<file path="src/rtl/mem_arbiter.sv">
// Two-master, one-slave memory arbiter. Data has fixed priority; a starvation
// counter forces an instruction grant after STARVE_LIMIT data grants in a row.
module mem_arbiter #(
  parameter int ADDR_WIDTH   = 32,
  parameter int DATA_WIDTH   = 32,
  parameter int STARVE_LIMIT = 4
) (
  input  logic                    clk_i,
  input  logic                    rst_i,
  input  logic                    i_req_i,
  input  logic [ADDR_WIDTH-1:0]   i_addr_i,
  output logic [DATA_WIDTH-1:0]   i_rdata_o,
  output logic                    i_ack_o,
  input  logic                    d_req_i,
  input  logic                    d_we_i,
  input  logic [ADDR_WIDTH-1:0]   d_addr_i,
  input  logic [DATA_WIDTH-1:0]   d_wdata_i,
  input  logic [DATA_WIDTH/8-1:0] d_strb_i,
  output logic [DATA_WIDTH-1:0]   d_rdata_o,
  output logic                    d_ack_o,
  output logic                    m_req_o,
  output logic                    m_we_o,
  output logic [ADDR_WIDTH-1:0]   m_addr_o,
  output logic [DATA_WIDTH-1:0]   m_wdata_o,
  output logic [DATA_WIDTH/8-1:0] m_strb_o,
  input  logic [DATA_WIDTH-1:0]   m_rdata_i,
  input  logic                    m_ack_i,
  output logic                    busy_o,
  output logic                    owner_o
);

  // state  | meaning
  // S_IDLE | arbitrate, latch winner into M_* registers
  // S_BUSY | memory request outstanding, wait for M_ACK
  // S_DONE | one-cycle ACK pulse to the owner
  typedef enum logic [1:0] {S_IDLE, S_BUSY, S_DONE} state_t;

  localparam int STRB_WIDTH = DATA_WIDTH / 8;
  localparam logic [7:0] LIMIT = 8'(STARVE_LIMIT);

  state_t                state_q, state_d;
  logic                  m_req_q, m_req_d;
  logic                  m_we_q, m_we_d;
  logic [ADDR_WIDTH-1:0] m_addr_q, m_addr_d;
  logic [DATA_WIDTH-1:0] m_wdata_q, m_wdata_d;
  logic [STRB_WIDTH-1:0] m_strb_q, m_strb_d;
  logic [DATA_WIDTH-1:0] i_rdata_q, i_rdata_d;
  logic [DATA_WIDTH-1:0] d_rdata_q, d_rdata_d;
  logic                  i_ack_q, i_ack_d;
  logic                  d_ack_q, d_ack_d;
  logic                  busy_q, busy_d;
  logic                  owner_q, owner_d;
  logic [7:0]            starve_q, starve_d;
  logic                  grant_inst, grant_data;

  always_ff @(posedge clk_i) begin
    if (rst_i) begin
      state_q   <= S_IDLE;
      m_req_q   <= 1'b0;
      m_we_q    <= 1'b0;
      m_addr_q  <= '0;
      m_wdata_q <= '0;
      m_strb_q  <= '0;
      i_rdata_q <= '0;
      d_rdata_q <= '0;
      i_ack_q   <= 1'b0;
      d_ack_q   <= 1'b0;
      busy_q    <= 1'b0;
      owner_q   <= 1'b0;
      starve_q  <= '0;
    end else begin
      state_q   <= state_d;
      m_req_q   <= m_req_d;
      m_we_q    <= m_we_d;
      m_addr_q  <= m_addr_d;
      m_wdata_q <= m_wdata_d;
      m_strb_q  <= m_strb_d;
      i_rdata_q <= i_rdata_d;
      d_rdata_q <= d_rdata_d;
      i_ack_q   <= i_ack_d;
      d_ack_q   <= d_ack_d;
      busy_q    <= busy_d;
      owner_q   <= owner_d;
      starve_q  <= starve_d;
    end
  end

  // Data wins unless the instruction side has waited out the starvation limit.
  assign grant_data = d_req_i && !(i_req_i && (starve_q == LIMIT));
  assign grant_inst = i_req_i && !grant_data;

  always_comb begin
    state_d   = state_q;
    m_req_d   = m_req_q;
    m_we_d    = m_we_q;
    m_addr_d  = m_addr_q;
    m_wdata_d = m_wdata_q;
    m_strb_d  = m_strb_q;
    i_rdata_d = i_rdata_q;
    d_rdata_d = d_rdata_q;
    i_ack_d   = 1'b0;
    d_ack_d   = 1'b0;
    owner_d   = owner_q;
    starve_d  = starve_q;

    case (state_q)
      S_IDLE: begin
        if (grant_inst) begin
          state_d  = S_BUSY;
          m_req_d  = 1'b1;
          m_we_d   = 1'b0;
          m_strb_d = '0;
          m_addr_d = i_addr_i;
          owner_d  = 1'b0;
          starve_d = '0;
        end else if (grant_data) begin
          state_d   = S_BUSY;
          m_req_d   = 1'b1;
          m_we_d    = d_we_i;
          m_addr_d  = d_addr_i;
          m_wdata_d = d_wdata_i;
          m_strb_d  = d_strb_i;
          owner_d   = 1'b1;
          if (!i_req_i)
            starve_d = '0;
          else if (starve_q < LIMIT)
            starve_d = starve_q + 8'd1;
        end else begin
          starve_d = '0;
        end
      end
      S_BUSY: begin
        if (m_ack_i) begin
          state_d = S_DONE;
          m_req_d = 1'b0;
          if (owner_q) begin
            d_ack_d = 1'b1;
            if (!m_we_q) d_rdata_d = m_rdata_i;
          end else begin
            i_ack_d   = 1'b1;
            i_rdata_d = m_rdata_i;
          end
        end
      end
      S_DONE:  state_d = S_IDLE;
      default: state_d = S_IDLE;
    endcase

    busy_d = (state_d != S_IDLE);
  end

  assign m_req_o   = m_req_q;
  assign m_we_o    = m_we_q;
  assign m_addr_o  = m_addr_q;
  assign m_wdata_o = m_wdata_q;
  assign m_strb_o  = m_strb_q;
  assign i_rdata_o = i_rdata_q;
  assign d_rdata_o = d_rdata_q;
  assign i_ack_o   = i_ack_q;
  assign d_ack_o   = d_ack_q;
  assign busy_o    = busy_q;
  assign owner_o   = owner_q;

endmodule

</file>
<file path="config.mk">
export PLATFORM = sky130hd
export DESIGN_NAME = mem_arbiter
export DESIGN_NICKNAME = d
export VERILOG_FILES = /design/src/rtl/mem_arbiter.sv
export SDC_FILE = /design/constraint.sdc
export NUM_CORES = 1
export LEC_CHECK = 0
export CAP_MARGIN = 20
export CORE_UTILIZATION = 27
export DETAILED_ROUTE_END_ITERATION = 7
export PLACE_DENSITY_LB_ADDON = 0.3
export SLEW_MARGIN = 15
export SYNTH_ARGS = -nofsm -noshare
export SYNTH_HDL_FRONTEND = slang
export SYNTH_SLANG_ARGS = --single-unit
</file>
<file path="constraint.sdc">
create_clock -name clk_i -period 1.8 [get_ports clk_i]
set_input_delay 0.36 -clock clk_i [delete_from_list [all_inputs] [get_ports clk_i]]
set_output_delay 0.36 -clock clk_i [all_outputs]
set_load 0.01 [all_outputs]
</file>
==> flow_summary.json <==
{
  "status": "completed",
  "core_region_area_mm2": 0.0197,
  "finalCritPeriodShare_pct": 95.2,
  "grt_pass1_vias": 5032,
  "sw_frac_of_total_pct": 25.9,
  "cts.sinks": 148,
  "setup_violations": 0,
  "p_sw_uw": 2190,
  "clk_latency_ns": 0.42,
  "rsz0062_at_grt": "no",
  "yosysUniqueCellTypes": 39,
  "crit_fanout": 2,
  "drt_iter0_markers": 220,
  "worst_pin_slew_ns": 0.387,
  "cp_top_family": "buffers and inverters",
  "dieArea_mm2": 0.0210,
  "grt_max_degree": 70,
  "synth_top_cells_by_count": "198 x nand2_1, 148 x dfxtp_1, 133 x a21oi_1",
  "maxCapViolCount": 0,
  "root_buffer": "clkbuf_16",
  "vias": 5375,
  "cp_slowest_cell": "clkdlybuf4s50_1",
  "htreeDepth": 4,
  "pwr-share-comb_pct": 17.0,
  "grt_pass1_wl_mm": 26.8,
  "post_cts_resize_count": 2,
  "cts_tree": "built",
  "yosysTopAreaCellShare_pct": 53.8,
  "drtPass1Iterations": 4,
  "drc_errors": 0,
  "syn_nets": 791,
  "drive_above_1_share_pct": 7.78,
  "diodes": 0,
  "arrival_ns": 1.35,
  "ys_warn_count": 0,
  "start_kind": "register",
  "cp.required_ns": 1.44,
  "maxSlewViolCount": 0,
  "share_seq_of_total_power_pct": 42.2,
  "synth.most_common_cell": "nand2_1",
  "fmax_mhz": 584,
  "start_util_pct": 28.0,
  "post-synth-top-area-cell": "dfxtp_1",
  "placement.io_buffers": 275,
  "clkPwrFrac_pct": 40.8,
  "track_usage_pct": 16.9,
  "hold_buffers": 0,
  "ys.flop_type": "dfxtp_1",
  "area_delta_synth_final_pct": 68.7,
  "netlist_area_mm2": 0.00551,
  "relSlewSlack_pct": 74.0,
  "leakagePower_uw": 0.00337,
  "synth_seq_cells": 148,
  "min_period_ns": 1.71,
  "fp.dieH_um": 145,
  "cp_slowest_stage_delay_ns": 0.60,
  "place.gp.congestion": 0.757,
  "wl_per_cell_um": 15.1,
  "overflow": 0,
  "reg2reg_slack_ns": 0.14,
  "finish.utilization_pct": 47.2,
  "ys_top_cells_by_area": "dfxtp_1 54%, nand2_1 13%, a21oi_1 12%",
  "async_flop_share_pct": 0,
  "numCtsBuffers": 17,
  "rows": 51,
  "hp-class": "primary input to register",
  "dpl.hpwl_mm": 12.5,
  "final_nets": 1065,
  "vdd_drop_max_v": 0.000586,
  "crit_path_end_kind": "output port",
  "path_clk_slew_ns": 0.07,
  "wl_mm": 18.1,
  "path_buf_inv": 1,
  "syn_inst": 651,
  "antenna_found_initial": 1,
  "yosysSeqAreaShare_pct": 53.8,
  "post_cts_buffers": 0,
  "path_class": "register to output port",
  "vias_per_cell": 4.47,
  "finalClockSkew_ns": 0.0117,
  "ctsLongestPathBuffers": 2,
  "die_x_um": 145,
  "io_pins": 276,
  "powerDensity_mw_per_mm2": 909,
  "crit_chain": "clkdlybuf4s50_1",
  "hold_viol_final": 0,
  "synth_edf_count": 0,
  "syn_area_per_cell_um2": 8.47,
  "p_int_uw": 6260,
  "antenna_left": 0,
  "power_uw": 8450
}
## worst paths after layout
check | cells after the start | endpoint | startpoint
setup / recovery | 1 | m_addr_o[1] | m_addr_o[1]
hold / removal | 2 | state_q[0] | rst_i
setup reg to reg | 6 | m_addr_o[31] | starve_q[1]
hold reg to reg | 2 | d_rdata_o[12] | d_rdata_o[12]
## placed cells by master (no fill, tap or decap), types with 5 or more instances in the layout
cell type	count
nor2_1	12
inv_6	5
dfxtp_1	148
buf_12	11
a21oi_1	133
inv_1	34
nand2_1	198
o221a_1	28
buf_4	18
clkbuf_16	17
clkdlybuf4s50_1	272
a22oi_1	5
## registers in the layout, indices dropped and copies added (netlist names)
name / flops
busy_o: 1
m_strb_o: 4
m_req_o: 1
d_ack_o: 1
i_ack_o: 1
d_rdata_o: 32
i_rdata_o: 32
m_wdata_o: 32
owner_o: 1
m_addr_o: 32
state_q: 2
m_we_o: 1
starve_q: 8
## cell families (layout without fill, tap and decap cells)
kind of cell	Yosys count	count (layout)	synth area share, %
compound gates	185	185	21.3
fa+ha+maj	2	2	0.454
buf+inv	82	369	6.67
flops	148	148	53.8
simple gates	234	234	17.8
## metrics by stage
stage / worst slack [ns] / setup TNS (ns) / hold slack (ns) / instance area [um2] / std cells
2_1_floorplan: 0.190 / 0 / 0.463 / 5510 / 651
3_3_place_gp: -0.250 / -22.13 / 0.440 / 8740 / 1171
3_5_place_dp: -0.272 / -24.58 / 0.445 / 8740 / 1171
4_1_cts: 0.0455 / 0 / 0.256 / 9300 / 1203
5_1_grt: 0.0190 / 0 / 0.269 / 9300 / 1203
6_report: 0.0864 / 0 / 0.278 / 9300 / 1203
## area by class of cell
type	instances	area, um2
Multi-Input combinational cell	421	2220
Tap cell	265	332
Fill cell	1886	10400
Timing Repair Buffer	303	3100
Inverter	34	128
Clock buffer	20	447
Clock inverter	12	120
Sequential cell	148	2960
## layer usage
| layer | up-vias | GRT usage [%] | share of wire [%] | wire (um) |
|---|---|---|---|---|
| met3 | 13 | 9.38 | 13 | 2370 |
| met4 | 2 | 4.76 | 0.92 | 167 |
| met1 | 2420 | 18.6 | 40 | 7260 |
| li1 | 2736 | - | - | - |
| met5 | - | 0 | 0.044 | 8 |
| met2 | 204 | 27.8 | 46 | 8330 |
## power by group through the flow
stage / combinational (uW) / clock [uW] / sequential, uW
2_1_floorplan: 479 / 0 / 3720
3_3_place_gp: 1450 / 0 / 3640
5_1_grt: 1560 / 3720 / 3590
6_report: 1440 / 3450 / 3570
4_1_cts: 1460 / 3590 / 3570
3_5_place_dp: 1460 / 0 / 3640
(Power assumes the default switching activity.)
